### src/rtl/fetch_unit.sv
// Instruction fetch: PC register with BOOT/RUN/HALT sequencing and branch/jump target selection.
// Optional retired/taken performance counters are compiled in with FETCH_PERF_CNT_EN.
module fetch_unit #(
    parameter logic [31:0] RESET_PC   = 32'h0000_0000,
    parameter logic [31:0] HALT_INSTR = 32'hFFFF_FFFF
) (
    input  logic        clk,
    input  logic        rst,
    input  logic [31:0] instr,
    input  logic [5:0]  opcode,
    input  logic        branch,
    input  logic        jump,
    input  logic        zero,
    input  logic        stall,
    output logic [31:0] imem_addr,
    output logic [31:0] pc,
    output logic [31:0] pc_plus4,
    output logic        instr_valid,
    output logic        halt
`ifdef FETCH_PERF_CNT_EN
    ,
    output logic [31:0] retired_cnt,
    output logic [31:0] taken_cnt
`endif
);

    typedef enum logic [1:0] {
        BOOT = 2'd0,
        RUN  = 2'd1,
        HALT = 2'd2
    } state_t;

    state_t      state_reg;
    logic [31:0] pc_reg;
    logic        instr_valid_reg;
    logic        halt_reg;

    logic        taken;
    logic        is_halt_instr;
    logic        retire;
    logic [31:0] branch_offset;
    logic [31:0] jump_target;
    logic [31:0] pc_next;

    // Only the beq/bne selector bit of the opcode matters here.
    logic unused_opcode;
    assign unused_opcode = ^opcode[5:1];

    assign pc          = pc_reg;
    assign imem_addr   = pc_reg;
    assign pc_plus4    = pc_reg + 32'd4;
    assign instr_valid = instr_valid_reg;
    assign halt        = halt_reg;

    // Word-aligned, sign-extended branch displacement built bit by bit.
    genvar gi;
    generate
        for (gi = 0; gi < 32; gi++) begin : g_offset
            if (gi < 2) begin : g_low
                assign branch_offset[gi] = 1'b0;
            end else if (gi < 18) begin : g_imm
                assign branch_offset[gi] = instr[gi-2];
            end else begin : g_sign
                assign branch_offset[gi] = instr[15];
            end
        end
    endgenerate

    assign taken         = branch && (opcode[0] ? !zero : zero);
    assign jump_target   = {pc_plus4[31:28], instr[25:0], 2'b00};
    assign is_halt_instr = (instr == HALT_INSTR);
    assign retire        = (state_reg == RUN) && !stall && !is_halt_instr;

    always_comb begin
        pc_next = pc_plus4;
        if (jump) begin
            pc_next = jump_target;
        end else if (taken) begin
            pc_next = pc_plus4 + branch_offset;
        end
    end

    always_ff @(posedge clk) begin
        if (rst) begin
            state_reg       <= BOOT;
            pc_reg          <= RESET_PC;
            instr_valid_reg <= 1'b0;
            halt_reg        <= 1'b0;
        end else begin
            case (state_reg)
                BOOT: begin
                    state_reg       <= RUN;
                    instr_valid_reg <= 1'b1;
                end
                RUN: begin
                    if (!stall) begin
                        if (is_halt_instr) begin
                            // pc stays on the halt instruction address
                            state_reg       <= HALT;
                            instr_valid_reg <= 1'b0;
                            halt_reg        <= 1'b1;
                        end else begin
                            pc_reg <= pc_next;
                        end
                    end
                end
                HALT: begin
                    state_reg <= HALT;
                end
                default: begin
                    state_reg       <= BOOT;
                    instr_valid_reg <= 1'b0;
                    halt_reg        <= 1'b0;
                end
            endcase
        end
    end

`ifdef FETCH_PERF_CNT_EN
    logic [31:0] retired_cnt_reg;
    logic [31:0] taken_cnt_reg;

    assign retired_cnt = retired_cnt_reg;
    assign taken_cnt   = taken_cnt_reg;

    // Jumps are not counted as taken branches even when branch is also asserted.
    always_ff @(posedge clk) begin
        if (rst) begin
            retired_cnt_reg <= 32'd0;
            taken_cnt_reg   <= 32'd0;
        end else if (retire) begin
            retired_cnt_reg <= retired_cnt_reg + 32'd1;
            if (taken && !jump) begin
                taken_cnt_reg <= taken_cnt_reg + 32'd1;
            end
        end
    end
`else
    logic unused_retire;
    assign unused_retire = retire;
`endif

endmodule

### config.mk
export PLATFORM = sky130hd
export DESIGN_NAME = fetch_unit
export DESIGN_NICKNAME = d
export VERILOG_FILES = /design/src/rtl/fetch_unit.sv
export SDC_FILE = /design/constraint.sdc
export NUM_CORES = 1
export LEC_CHECK = 0
export BUFFER_PORTS_ARGS = -buffer_cell sky130_fd_sc_hd__buf_4
export CELL_PAD_IN_SITES_DETAIL_PLACEMENT = 2
export CELL_PAD_IN_SITES_GLOBAL_PLACEMENT = 2
export CORE_AREA = 2 2 142 110
export DETAILED_ROUTE_END_ITERATION = 10
export DIE_AREA = 0 0 144 112
export MAX_ROUTING_LAYER = met4
export PLACE_DENSITY_LB_ADDON = 0.1
export SYNTH_ARGS = -nofsm -noshare
export SYNTH_HDL_FRONTEND = slang
export SYNTH_SLANG_ARGS = --single-unit
### constraint.sdc
create_clock -name clk -period 7.2 [get_ports clk]
set_input_delay 0.72 -clock clk [delete_from_list [all_inputs] [get_ports clk]]
set_output_delay 0.72 -clock clk [all_outputs]
set_load 0.01 [all_outputs]
**Word level (Yosys, flattened, before mapping)**

Index checks and enable logic that the tools add are counted.
W data, S select, Z words.

- Bits in registers: 36
- Output and inout port bits: 98
- Word-level logic and storage cells: 35

- Reductions and logical operators: 8
- Eq/ne operators: 5
- Bitwise gates (word level): 4
- Muxes and demuxes: 12
- Add/subtract/negate cells: 2

Operators with widths:

| cell | number |
|---|---|
| $mux W32 | 2 |
| $add A32 B3 Y32 const B | 1 |
| $add A32 B32 Y32 | 1 |
| $eq A32 B32 Y1 const B | 1 |
| $reduce_and A3 Y1 | 3 |
| $pmux W2 S3 | 1 |
| $mux W1 | 5 |
| $mux W2 | 2 |
| $ne A2 B2 Y1 const B | 2 |
| $not A1 Y1 | 4 |
| $pmux W1 S3 | 1 |
| $eq A2 B1 Y1 const B | 1 |
| $eq A2 B2 Y1 const B | 1 |
| $logic_not A2 Y1 | 1 |
| $pmux W1 S2 | 1 |
| $reduce_and A2 Y1 | 1 |
| $reduce_or A2 Y1 | 1 |
| $logic_and A1 B1 Y1 | 1 |
| $logic_not A1 Y1 | 1 |

**Longest topological paths before layout**

Gate-level depths: netlist of run 1.

- Depth after elaboration: 5
- Mapped depth: 17
- Mapped depth without buffers: 16

**Least setup slack after synthesis of run 1**

Ideal clock, no wire load.

- Path kind: register to register
- Start point: reg pc_reg[2], in the netlist imem_addr[2]
- End point: reg pc_reg[27], in the netlist imem_addr[27]
- Period minus slack after synthesis: 4,072 ps
- Required time: 7,067 ps
- Library setup time: 133 ps
- Setup slack: 3,128 ps
- Data arrival time: 3,939 ps
- Stages on the path, launching flop included: 17
- Path through: dfxtp_1 > ha_1 > nand3_1 > nor4_1 > nand2_1 > nor3_1 > xnor2_1 > ha_1 > clkbuf_1 > a21o_1 > o21bai_1 > or3_1 > o21ai_1 > o21ai_1 > xor2_1 > a2111oi_0 > nor4_1

- Word-level cells in the longest chain between the ends: 4

RTL lines:

| what | RTL line | text |
|---|---|---|
| from (decl) | 34 | `logic [31:0] pc_reg;` |
| from (signal assigned) | 103 | `pc_reg <= pc_next;` |
| $add A32 B3 Y32 | 51 | `assign pc_plus4 = pc_reg + 32'd4;` |
| net pc_plus4[24] | 17 | `output logic [31:0] pc_plus4,` |
| $add A32 B32 Y32 | 79 | `pc_next = pc_plus4 + branch_offset;` |
| $mux W32 | 78 | `end else if (taken) begin` |
| $mux W32 | 76 | `if (jump) begin` |

The timed path passes the listed nets, and every way through them passes these cells.
A chain may end at the register's enable or synchronous reset.

**Final worst setup path of run 1**

- Start point: reg pc_reg[2], in the netlist imem_addr[2]
- End point: reg pc_reg[27], in the netlist imem_addr[27]

- Word-level cells in the longest chain between the ends: 4

RTL lines:

| what | RTL line |
|---|---|
| $add A32 B3 Y32 * | 51 |
| $add A32 B32 Y32 | 79 |
| $mux W32 * | 78 |
| $mux W32 * | 76 |

Mark *: on every way between the ends. The rest lies on a longest branch, timed or not.

==> results of run 1 <==
==> logic make-up after synthesis <==
logic type / share of synthesized area
and+or+nand+nor: 0.229
buffers and inverters: 0.103
DFF: 0.157
AOI/OAI and AO/OA: 0.268
adders and majority gates: 0.117
muxes: 0.0185
xor gates and xnor gates: 0.107
other: 0.000866
==> critical path, delay by kind of cell (launching register included) <==
kind | cells | cell delay (ps)
XOR/XNOR | 2 | 440
AO/OA/AOI/OAI | 7 | 2110
flip-flops | 1 | 470
AND/OR/NAND/NOR | 3 | 1310
adder cells (fa/ha/maj) | 1 | 430
==> power by group through the flow <==
stage	Sequential, W	Combinational (W)	Clock, W
global route	0.000278	0.000697	0.000229
CTS	0.000271	0.000638	0.000225
finish	0.000271	0.000632	0.000218
detailed placement	0.000275	0.000634	0
global placement	0.000271	0.000611	0
floorplan	0.000273	0.000409	0
==> placed cells by master, fill, tap and decap left out, types with 14 or more instances in the layout <==
| cell type | synthesis | routed |
|---|---|---|
| a21oi_1 | 56 | 56 |
| buf_4 | 36 | 134 |
| dfxtp_1 | 34 | 34 |
| ha_1 | 39 | 39 |
| inv_1 | 16 | 16 |
| nand2_1 | 49 | 49 |
| nand3_1 | 14 | 14 |
| nand4_1 | 19 | 19 |
| nor2_1 | 59 | 59 |
| nor3_1 | 15 | 15 |
| o211ai_1 | 15 | 15 |
| o21ai_0 | 30 | 30 |
| xnor2_1 | 33 | 33 |
| xor2_1 | 15 | 15 |
==> per-stage QoR <==
stage	worst slack [ps]	instance area (um^2)	instances	power [W]	hold slack, ps
global route	1770	5360	879	0.00120	534
global placement	2410	5230	872	0.000883	489
CTS	2290	5360	879	0.00113	516
detailed placement	2300	5230	872	0.000909	499
finish	2320	5360	879	0.00112	509
floorplan	3130	4350	594	0.000682	490
==> final cells by class <==
type / instances / area [um^2]
multi-input cells: 483 / 3230
well taps: 205 / 256
clock buffers: 7 / 133
inverters: 16 / 60.1
flip-flops and latches: 34 / 681
repair buffers: 134 / 1010
fillers: 1770 / 9420
==> per-layer routing <==
| metal | track usage | vias up |
|---|---|---|
| met4 | 0.0242 | 0 |
| met3 | 0.0310 | 7 |
| li1 | - | 2290 |
| met1 | 0.316 | 2382 |
| met5 | - | - |
| met2 | 0.375 | 110 |
==> cells in the mapped netlist (4+ instances only) <==
cell type and number:
a211oi_1 9, a21o_1 11, a21oi_1 56, a31oi_1 5
and2_1 6, and3_1 10, buf_4 36, clkbuf_1 20
dfxtp_1 34, ha_1 39, inv_1 16, mux2i_1 8
nand2_1 49, nand3_1 14, nand4_1 19, nor2_1 59
nor2b_1 4, nor3_1 15, nor4_1 4, o211ai_1 15
o21a_1 9, o21ai_0 30, o22ai_1 5, or3_1 5
xnor2_1 33, xor2_1 15
==> worst paths after layout <==
check | startpoint | end | slack [ps]
hold reg to reg | instr_valid$_SDFFE_PP0P_ | instr_valid$_SDFFE_PP0P_ | 510
setup reg to reg | imem_addr[2]$_SDFFE_PP0P_ | imem_addr[27]$_SDFFE_PP0P_ | 2320
setup / recovery | imem_addr[2]$_SDFFE_PP0P_ | imem_addr[27]$_SDFFE_PP0P_ | 2320
hold / removal | instr_valid$_SDFFE_PP0P_ | instr_valid$_SDFFE_PP0P_ | 510
==> impl_metrics.yaml, run 1 <==
clock_network:
  cts_buffer_depth: 2
  cts_buffers: 5
  path_clk_slew_ps: 60
  tritoncts: "done"
  htree_levels: 2
  hold_buffers: 0
  cts_setup_buffers: 0
  clock-sinks: 34
  worstSkewPairLatency_ps: 290
  cts_root_buf: "clkbuf_16"
  cts.repair.resized: 0
final_layout:
  layout.core_utilization: 0.363
  areaGrowthSynthToFinish_pct: 23.8
  layout-drive-gt1-share: 0.221
  final_nets: 758
  diodes: 0
  largest_reg_flops: 30
setup_path:
  max_stage_delay_ps: 860
  cp-end-kind: "flop"
  slowest_stage: "nor3_1"
  startpoint_type: "flop"
  path_cells: "nand4_1 > nor3_1 > xor2_1 > ha_1 > a21o_1 > a31o_2 > a221oi_1 > a21oi_1 > o21ai_1 > o21ai_1 > xor2_1 > a2111oi_0 > nor4_1"
  cp_max_fo: 8
  reg2reg_depth: 13
  timing.setup.critical_path_class: "reg2reg"
  critical_path_required_ps: 7350
  critPathArrivalTime_ps: 5030
routing:
  drt-vias-per-instance: 5.45
  top_layer: "met4"
  dr_wl_met3_um: 815
  antenna_left: 0
  drtPass1Iterations: 4
  drt_wl_total_um: 18100
  drt_drc_violations_left: 0
  vias: 4789
  dr_wl_met2_um: 8470
  drt-met1-wl_um: 8780
  drt_iter0_drc: 159
  wire_per_inst_um: 20.6
timing:
  setup-tns-final_ps: 0
  hold_violations: 0
  rsz0062_at_grt: "false"
  relSlewSlack: 0.318
  setup_violations: 0
  slew_viol_final: 0
  worstMarginPinSlew_ps: 1020
  fmax_mhz: 205
  min_period_over_period: 0.678
  fin_skew_ps: 10.2
  period_needed_ps: 4880
power_and_ir_drop:
  power_density_mw_per_mm2: 209
  p_switching_w: 0.000499
  swShare: 0.445
  leakage_nw: 2.35
  internal_power_w: 0.000621
  p_clk_frac: 0.195
  comb_power_share: 0.564
  ir_drop_mv: 0.115
  pwr-share-seq: 0.241
grt:
  grt.total_usage: 0.231
  grt_antenna_before_repair: 0
  grt_max_degree: 38
  grt_pass1_vias: 5109
  grt_overflow_total: 0
  grt_pass1_wl_um: 28400
hold_path:
  min_path_cells: 2
  hold_path.class: "reg2reg"
yosys:
  ys.flop_type: "dfxtp_1"
  ys_seq_area_frac: 0.157
  synthCells: 589
  yosysTopAreaCell: "dfxtp_1"
  netlist_top_cells_area: "dfxtp_1, ha_1, xnor2_1"
  ys_seq_elements: 34
  syn_avg_cell_area_um2: 7.35
  synth-edff-count: 0
  yosysWarnings: 0
  async_reset_ff_frac: 0
  synthesis.area_mm2: 0.00433
  synth_top_area_share: 0.157
  ys_types: 67
place:
  portBuffers: 130
  dp_hpwl_um: 14200
  gp_congestion: 0.813
die:
  boundaryPins: 142
  dieArea_mm2: 0.0161
  initial_core_util: 0.293
  die_y_um: 112
  die_w_um: 144
  coreArea_mm2: 0.0148
  rows: 39
flow_run:
  max_cap_viol_count: 0
outcome:
  status: "finished clean"
No activity file was read; power rests on OpenSTA's default activity.
==> inputs of run 2 (changes only) <==
--- a/config.mk
+++ b/config.mk
@@ -8,9 +8,9 @@
 export BUFFER_PORTS_ARGS = -buffer_cell sky130_fd_sc_hd__buf_4
 export CELL_PAD_IN_SITES_DETAIL_PLACEMENT = 2
 export CELL_PAD_IN_SITES_GLOBAL_PLACEMENT = 2
-export CORE_AREA = 2 2 142 110
+export CORE_AREA = 2 2 147 113
 export DETAILED_ROUTE_END_ITERATION = 10
-export DIE_AREA = 0 0 144 112
+export DIE_AREA = 0 0 149 115
 export MAX_ROUTING_LAYER = met4
 export PLACE_DENSITY_LB_ADDON = 0.1
 export SYNTH_ARGS = -nofsm -noshare
==> constraint.sdc (replaced) <==
create_clock -name clk -period 4.7 [get_ports clk]
set_input_delay 0.47 -clock clk [delete_from_list [all_inputs] [get_ports clk]]
set_output_delay 0.47 -clock clk [all_outputs]
set_load 0.01 [all_outputs]
==> run 2 against run 1 <==
Net effect: non-clock buffer count increased by 20; largest cell class unchanged; critical path type unchanged; total power increased by 59%; count of clock-buffer cells in the layout unchanged; critical path depth increased by 3; critical endpoint unchanged; routed wire length increased by 3.9%; setup slack got worse by 1900 ps; final cell count increased by 3.0%; sequential share of layout area decreased by 0.42 points; clock power increased by 63%.
==> impl_metrics.yaml, run 2 (synthesized netlist as in run 1, its figures left out) <==
grt:
  grt_antenna_before_repair: 0
  grt_max_degree: 37
  grt_overflow_total: 0
  grt_pass1_wl_um: 29100
  grt.total_usage: 0.226
  grt_pass1_vias: 5074
place:
  place_area_mm2: 0.00539
  dp_slack_ps: 172
  portBuffers: 130
  dp_hpwl_um: 14900
  gp_congestion: 0.828
clock_network:
  path_clk_slew_ps: 50
  hold_buffers: 0
  cts_buffers: 5
  worstSkewPairLatency_ps: 300
  htree_levels: 2
  clock-sinks: 34
  cts.repair.resized: 0
  cts_root_buf: "clkbuf_16"
  tritoncts: "done"
  cts_setup_buffers: 0
  cts_buffer_depth: 2
power_and_ir_drop:
  ir_drop_mv: 0.133
  finalPower_w: 0.00179
  power_density_mw_per_mm2: 322
  leakage_nw: 2.46
routing:
  vias: 4858
  wire_per_inst_um: 20.8
  drt_drc_violations_left: 0
  antenna_left: 0
  drt_iter0_drc: 125
  drt_wl_total_um: 18800
  drt-vias-per-instance: 5.37
  drtPass1Iterations: 4
timing:
  setup-tns-final_ps: 0
  timing.final.ws_setup_ps: 408
  period_needed_ps: 4290
  fmax_mhz: 233
  worstMarginPinSlew_ps: 1070
  rsz0062_at_grt: "false"
  setup_violations: 0
  slew_viol_final: 0
  min_period_over_period: 0.913
  fin_skew_ps: 5.42
  relSlewSlack: 0.285
  hold_violations: 0
die:
  die_w_um: 149
  coreArea_mm2: 0.0157
  initial_core_util: 0.276
  boundaryPins: 142
  die_y_um: 115
  rows: 40
  dieArea_mm2: 0.0171
setup_path:
  critPathArrivalTime_ps: 4450
  cp-end-kind: "flop"
  startpoint_type: "flop"
  r2r-end: "imem_addr[27]$_SDFFE_PP0P_"
  timing.setup.critical_path_class: "reg2reg"
  cp_max_fo: 6
  reg2reg_depth: 16
  timing.rr.start: "imem_addr[3]$_SDFFE_PP0P_"
  critical_path_required_ps: 4860
  reg2reg_slack_ps: 410
final_layout:
  largest_reg_flops: 30
  diodes: 0
  areaGrowthSynthToFinish_pct: 28.0
  design_area_mm2: 0.00554
  layout_common_cells: "buf_4, nor2_1, a21oi_1, nand2_1, ha_1"
  layout.core_utilization: 0.353
  layout-drive-gt1-share: 0.249
  mostFrequentLayoutCell: "buf_4"
  final_nets: 778
hold_path:
  min_to: "instr_valid$_SDFFE_PP0P_"
  min_path_cells: 2
  hold_path.class: "reg2reg"
  hp-start: "instr_valid$_SDFFE_PP0P_"
flow_run:
  max_cap_viol_count: 0
outcome:
  status: "finished clean"
run 2: cell count changes in the layout (fill, tap and decap cells not counted), sizes merged:
cell / change
clkinv: +1
buf: +20
run 2: worst max path at each step:
stage,startpoint,endpoint,slack [ps],depth (start not counted)
2_1_floorplan,imem_addr[2]$_SDFFE_PP0P_,imem_addr[27]$_SDFFE_PP0P_,630,16
3_3_place_gp,imem_addr[3]$_SDFFE_PP0P_,imem_addr[20]$_SDFFE_PP0P_,240,16
3_5_place_dp,imem_addr[3]$_SDFFE_PP0P_,imem_addr[20]$_SDFFE_PP0P_,170,16
4_1_cts,imem_addr[3]$_SDFFE_PP0P_,imem_addr[20]$_SDFFE_PP0P_,120,16
5_1_grt,imem_addr[3]$_SDFFE_PP0P_,imem_addr[27]$_SDFFE_PP0P_,6,15
6_report,imem_addr[3]$_SDFFE_PP0P_,imem_addr[27]$_SDFFE_PP0P_,410,16
run 2: power by group:
group	internal [W]	switching (W)	total (W)
clock network	0.000211	0.000144	0.000355
logic	0.000444	0.000573	0.00102
registers	0.000338	0.0000763	0.000415
run 2: cell type report:
class	count	area, um^2
Tap cell	210	263
Inverter	16	60.1
Timing Repair Buffer	154	1160
Fill cell	1875	10200
Multi-Input combinational cell	483	3240
Clock inverter	1	5.00
Clock buffer	7	143
Sequential cell	34	681
run 2: through the flow:
stage	cells	hold WS, ps
4_1_cts	905	493
5_1_grt	905	527
2_1_floorplan	594	490
6_report	905	500
3_3_place_gp	897	483
3_5_place_dp	897	498
run 2: routing by layer:
layer  wire length (um)  track usage
met4                176       0.0406
met2               8710        0.366
met5                  0            -
met1               9080        0.299
met3                870       0.0409
run 2: worst max-delay path, cell delays in order (launching register included):
cell	delay, ps
dfxtp_1	430
ha_1	220
nand3_1	240
nor4_1	310
buf_4	190
nand2_1	100
nor3_1	240
xnor2_1	210
ha_1	310
a21o_1	200
o21bai_1	180
or3_1	380
o21ai_1	230
o21ai_1	170
xor2_1	210
a2111oi_0	430
nor4_1	110
